File: src/rtl/radio_ctrl_cmd_master_pkg.sv
// Shared types and field positions for the radio settings-bus command master.
package radio_ctrl_pkg;

  typedef enum logic [1:0] {
    ST_IDLE    = 2'd0,
    ST_WRITE   = 2'd1,
    ST_WAIT_RB = 2'd2,
    ST_RESP    = 2'd3
  } state_e;

  localparam logic [1:0] RESP_OK      = 2'd0;
  localparam logic [1:0] RESP_TIMEOUT = 2'd1;

  localparam int RB_FLAG_BIT = 63;
  localparam int SEQ_LSB     = 40;
  localparam int ADDR_LSB    = 32;
  localparam int DATA_LSB    = 0;

endpackage

File: src/rtl/radio_ctrl_cmd_master_rb_watchdog.sv
// Readback timeout down-counter; built only when RADIO_CTRL_CMD_TIMEOUT_EN is defined.
`ifdef RADIO_CTRL_CMD_TIMEOUT_EN
module rb_watchdog #(
  parameter int unsigned RB_TIMEOUT = 255
) (
  input  logic clk,
  input  logic rst_n,
  input  logic load_i,
  input  logic run_i,
  output logic expire_o
);

  logic [15:0] cnt_q;

  // Loaded with RB_TIMEOUT-1 so terminal count lands on the last waiting cycle.
  always_ff @(posedge clk or negedge rst_n) begin
    if (!rst_n) begin
      cnt_q <= '0;
    end else if (load_i) begin
      cnt_q <= 16'(RB_TIMEOUT - 1);
    end else if (run_i && (cnt_q != 16'd0)) begin
      cnt_q <= cnt_q - 16'd1;
    end
  end

  assign expire_o = run_i && (cnt_q == 16'd0);

endmodule
`endif

File: src/rtl/radio_ctrl_cmd_master.sv
// Settings-bus initiator: command stream in, settings write + optional readback, response out.
// Readback timeout is present only when RADIO_CTRL_CMD_TIMEOUT_EN is defined.
//
// state      | meaning
// IDLE       | ready for a command
// WRITE      | set_stb pulse, readback strobe accepted in same cycle
// WAIT_RB    | waiting for rb_stb (or timeout)
// RESP       | response held until resp_tready
module radio_ctrl_cmd_master
  import radio_ctrl_pkg::*;
#(
  parameter int unsigned RB_TIMEOUT = 255,
  parameter bit          ACK_WRITES = 1'b1
) (
  input  logic        clk,
  input  logic        reset,
  input  logic [63:0] cmd_tdata,
  input  logic        cmd_tvalid,
  output logic        cmd_tready,
  output logic        set_stb,
  output logic [7:0]  set_addr,
  output logic [31:0] set_data,
  output logic [7:0]  rb_addr,
  input  logic        rb_stb,
  input  logic [63:0] rb_data,
  output logic [63:0] resp_tdata,
  output logic [7:0]  resp_seq,
  output logic [1:0]  resp_status,
  output logic        resp_tvalid,
  input  logic        resp_tready,
  output logic        busy,
  output logic [7:0]  rb_stray_cnt
);

  state_e      state_q;
  logic        flag_q;
  logic [7:0]  seq_q;
  logic        cmd_tready_q;
  logic        set_stb_q;
  logic [7:0]  set_addr_q;
  logic [31:0] set_data_q;
  logic [7:0]  rb_addr_q;
  logic [63:0] resp_tdata_q;
  logic [7:0]  resp_seq_q;
  logic [1:0]  resp_status_q;
  logic        resp_tvalid_q;
  logic [7:0]  stray_q;
  logic [7:0]  stray_d;
  logic        stray_hit;
  logic        rb_expire;
  logic        unused_rsvd;

  assign unused_rsvd = ^cmd_tdata[62:48];

`ifdef RADIO_CTRL_CMD_TIMEOUT_EN
  rb_watchdog #(.RB_TIMEOUT(RB_TIMEOUT)) u_rb_watchdog (
    .clk      (clk),
    .rst_n    (reset),
    .load_i   (state_q == ST_WRITE),
    .run_i    (state_q == ST_WAIT_RB),
    .expire_o (rb_expire)
  );
`else
  logic unused_cfg;
  assign unused_cfg = (RB_TIMEOUT == 0);
  assign rb_expire  = 1'b0;
`endif

  // A strobe is stray whenever no readback is being waited for.
  assign stray_hit = (state_q == ST_IDLE) || (state_q == ST_RESP) ||
                     ((state_q == ST_WRITE) && !flag_q);

  always_comb begin
    stray_d = stray_q;
    if (rb_stb && stray_hit && (stray_q != 8'hFF)) stray_d = stray_q + 8'd1;
  end

  always_ff @(posedge clk or negedge reset) begin
    if (!reset) begin
      state_q       <= ST_IDLE;
      flag_q        <= 1'b0;
      seq_q         <= '0;
      cmd_tready_q  <= 1'b0;
      set_stb_q     <= 1'b0;
      set_addr_q    <= '0;
      set_data_q    <= '0;
      rb_addr_q     <= '0;
      resp_tdata_q  <= '0;
      resp_seq_q    <= '0;
      resp_status_q <= RESP_OK;
      resp_tvalid_q <= 1'b0;
      stray_q       <= '0;
    end else begin
      set_stb_q <= 1'b0;
      stray_q   <= stray_d;
      case (state_q)
        ST_IDLE: begin
          cmd_tready_q <= 1'b1;
          if (cmd_tvalid && cmd_tready_q) begin
            cmd_tready_q <= 1'b0;
            set_stb_q    <= 1'b1;
            set_addr_q   <= cmd_tdata[ADDR_LSB +: 8];
            set_data_q   <= cmd_tdata[DATA_LSB +: 32];
            seq_q        <= cmd_tdata[SEQ_LSB +: 8];
            flag_q       <= cmd_tdata[RB_FLAG_BIT];
            if (cmd_tdata[RB_FLAG_BIT]) rb_addr_q <= cmd_tdata[ADDR_LSB +: 8];
            state_q      <= ST_WRITE;
          end
        end
        ST_WRITE: begin
          resp_seq_q <= seq_q;
          if (flag_q) begin
            if (rb_stb) begin
              resp_tdata_q  <= rb_data;
              resp_status_q <= RESP_OK;
              resp_tvalid_q <= 1'b1;
              state_q       <= ST_RESP;
            end else begin
              state_q <= ST_WAIT_RB;
            end
          end else if (ACK_WRITES) begin
            resp_tdata_q  <= '0;
            resp_status_q <= RESP_OK;
            resp_tvalid_q <= 1'b1;
            state_q       <= ST_RESP;
          end else begin
            cmd_tready_q <= 1'b1;
            state_q      <= ST_IDLE;
          end
        end
        ST_WAIT_RB: begin
          if (rb_stb) begin
            resp_tdata_q  <= rb_data;
            resp_status_q <= RESP_OK;
            resp_tvalid_q <= 1'b1;
            state_q       <= ST_RESP;
          end else if (rb_expire) begin
            resp_tdata_q  <= '0;
            resp_status_q <= RESP_TIMEOUT;
            resp_tvalid_q <= 1'b1;
            state_q       <= ST_RESP;
          end
        end
        ST_RESP: begin
          if (resp_tready) begin
            resp_tvalid_q <= 1'b0;
            cmd_tready_q  <= 1'b1;
            state_q       <= ST_IDLE;
          end
        end
        default: state_q <= ST_IDLE;
      endcase
    end
  end

  assign cmd_tready   = cmd_tready_q;
  assign set_stb      = set_stb_q;
  assign set_addr     = set_addr_q;
  assign set_data     = set_data_q;
  assign rb_addr      = rb_addr_q;
  assign resp_tdata   = resp_tdata_q;
  assign resp_seq     = resp_seq_q;
  assign resp_status  = resp_status_q;
  assign resp_tvalid  = resp_tvalid_q;
  assign busy         = (state_q != ST_IDLE);
  assign rb_stray_cnt = stray_q;

endmodule

File: config.mk
export PLATFORM = sky130hd
export DESIGN_NAME = radio_ctrl_cmd_master
export DESIGN_NICKNAME = d
export VERILOG_FILES = /design/src/rtl/radio_ctrl_cmd_master_pkg.sv /design/src/rtl/radio_ctrl_cmd_master_rb_watchdog.sv /design/src/rtl/radio_ctrl_cmd_master.sv
export SDC_FILE = /design/constraint.sdc
export NUM_CORES = 1
export LEC_CHECK = 0
export ABC_AREA = 1
export ABC_CLOCK_PERIOD_IN_PS = 2050
export CORE_UTILIZATION = 28
export DETAILED_ROUTE_END_ITERATION = 10
export PLACE_DENSITY = 0.63
export SLEW_MARGIN = 5
export SYNTH_ARGS = -nofsm -noshare
export SYNTH_HDL_FRONTEND = slang
export SYNTH_SLANG_ARGS = --single-unit
File: constraint.sdc
create_clock -name clk -period 2.05 [get_ports clk]
set_input_delay 0.41 -clock clk [delete_from_list [all_inputs] [get_ports clk]]
set_output_delay 0.41 -clock clk [all_outputs]
set_load 0.01 [all_outputs]
==> results.md <==
- Outcome: finished clean
- Max Fclk: 0.527 GHz
- CTS tree: yes
- Setup Fix Bufs, Post-CTS: 0
- Crit Path Class: flip-flop to output port
- Cells after synthesis: about 660
- Non-Filler Instances: between 1000 and 1500
- Die Wd: 146 um
- Register-to-register setup slack: between 0.4 and 0.5 ns
- Setup_tns: 0 ns
- Initial DRC Count: 215
- Clk root buf: clkbuf_16
- Setup-failing EPs final: 0
- Delay of the slowest cell on the worst path: 0.34 ns
- HPWL after detailed placement: 11.3 mm
- Syn_area_per_cell: 8.90 um^2
- Wirelength per Cell: 14.1 um
- Placed insts: 1161
- Mapped cell area: just under 6000 um^2
- Total track usage: 16.3%
- Hold Slack: 0.463 ns
- Std-Cell Rows: 52
- Starting Density: ~29%
- Synth warnings: 0
- Critical path peak fanout: 4
- Slew HR: 75.8%
- Crit path time final: roughly 1.9 ns
- IO Pins: around 270
- Power Total: 15.0 mW
- Via count: 5138
- Top FF cell, synth: dfrtp_1
- Slew Limit Fails: 0
- Die H: 146 um
- Synth top area share: 61.7%
- Clock latency on the worst-skew pair: between 0.4 and 0.5 ns
- Crit path cell chain: inv_1 -> ha_1 -> inv_1 -> dlygate4sd2_1
- Gp weighted congestion: 0.801
- Synth Net Count: 797
- Port buffer count: 251
- Clock skew: 0.0110 ns
- Antenna violations before repair: 1
- Critical Path AT: 1.49 ns
- Unrepaired setup endpoints after global routing: false
- MaxCap Viol Count: 0
- Die area: 21400 um^2
- Largest net degree at the start of global routing: 65
- Final Hold Viols: 0
- Count of different cell masters after synthesis: 21
- Layout area overhead: 60.4%
- Leakage: 4.35 nW
- Worst-path clk slew: roughly 0.06 ns
- CTS max path bufs: 2
- DR vias/cell: 4.30
- Residual DRC: 0
- Cell taking the most area after synthesis: dfrtp_1
- Routed Wire Length: 16.9 mm
- Dominant cells by area after synthesis: dfrtp_1 (62%), nand2_1 (12%), nor2_1 (9.1%)
- Yosys reg bits: 144
- Clk sinks: 144
- Top-count cell post-synth: nand2_1
- Slew @ Worst Pin: around 0.36 ns
- Cell repeated most along the worst path: inv_1
- Worst EP required: 1.64 ns
- Total gr overflow: 0
- Number of flops mapped to enable cells by yosys: 0
- Num CTS Buffers: 17
- Async S/R FF share, synth: between 90% and 100%
- H-tree levels: 4
- Crit-path slowest cell: dfrtp_1
- Initial DRT Pass Iterations: 4
- Hold Path Class: input pin to async pin
- Final ANT Viol Nets: 0
- NumNets Final: 1052
- Layout cells sized above 1: 6.71%
- Post-layout util: 46.0%
- Vias in the first global route: between 5000 and 6000
- VDD IR-drop max: 0.00108 V
- First-pass GRT wire length: approximately 27 mm
- Fin crit share: 92.5%
- Commonest cells in the netlist: nand2_1 (191), dfrtp_1 (144), nor2_1 (142)
- Pwr dens: roughly 1600 nW/um^2
- Crit path capture type: output port
- Worst setup SP type: flip-flop
- Register area share after synthesis: 61.7%
- Placeable Area: 20400 um^2
-- per-layer routing --
layer  GRT usage, %  up-vias  part of all wire (%)
li1               -     2558                     -
met1           20.9     2438                    44
met2           26.0      120                    49
met3           4.97       22                   5.0
met4           5.89        0                   2.2
met5              0        -                     0
-- report_power, final --
part | switching (mW) | internal (mW)
clock network | 1.24 | 1.93
logic | 3.55 | 3.43
registers | 0.677 | 4.19
-- kinds of logic after synthesis --
logic type / count (synthesis) / share of synthesized area [%]
compound gates: 89 / 7.67
mux: 8 / 1.54
buf+inv: 58 / 4.18
simple gates: 346 / 22.7
xor+xnor: 3 / 0.450
flops: 144 / 61.7
fa+ha+maj: 8 / 1.71
-- placed cells by master, fill, tap and decap left out, drive strengths merged, types with 2 or more instances in the layout --
| cell type | instances |
|---|---|
| buf | 14 |
| xnor2 | 2 |
| mux2 | 8 |
| o21ai | 77 |
| ha | 8 |
| inv | 33 |
| clkinv | 3 |
| nand3 | 8 |
| nand2 | 193 |
| clkdlybuf4s50 | 249 |
| a21oi | 11 |
| clkinvlp | 2 |
| dfrtp | 144 |
| clkbuf | 21 |
| nor2 | 145 |
| bufinv | 2 |
-- sequential cells by signal, indices dropped and copies added (netlist names) --
name	cells
rb_addr	8
set_addr	8
resp_status	2
set_data	32
resp_tdata	64
flag_q	1
cmd_tready	1
set_stb	1
seq_q	8
rb_stray_cnt	8
resp_seq	8
resp_tvalid	1
state_q	2
-- what timing repair did --
action                                  4_1_cts  5_1_grt
hold buffers                                  1        0
resized for setup                             1        0
endpoints found under the setup margin        1        0
endpoints found under the hold margin        30        0
-- worst max-delay path: cells and delay by family (launching register included) --
| kind | cells | cell delay (ns) |
|---|---|---|
| DFF | 1 | 0.34 |
| adders and majority gates | 1 | 0.21 |
| buffers and inverters | 3 | 0.52 |
-- cell type report --
class / instances / area (um^2)
Antenna cell: 1 / 2.50
Tap cell: 270 / 338
Inverter: 29 / 109
Sequential cell: 144 / 3600
Fill cell: 1971 / 11000
Multi-Input combinational cell: 454 / 2000
Timing Repair Buffer: 265 / 2710
Clock inverter: 11 / 125
Clock buffer: 21 / 480
-- per-stage QoR --
stage	setup slack, ns	instance area, um^2
finish	0.154	9360
floorplan	0.493	5840
global route	0.0556	9360
global placement	0.317	8740
detailed placement	0.296	8740
CTS	0.115	9360
-- path summary, 6_finish.rpt --
path,cells past startpoint,start,end
max in group asynchronous,3,reset,set_addr[6]
worst max register to register,7,state_q[0],resp_tdata[38]
worst min register to register,2,set_data[17],set_data[17]
worst min-delay path,2,reset,resp_tdata[22]
min in group clk,2,set_data[17],set_data[17]
worst max-delay path,4,state_q[0],busy
Note: power is estimated with default switching activity, not from simulation.
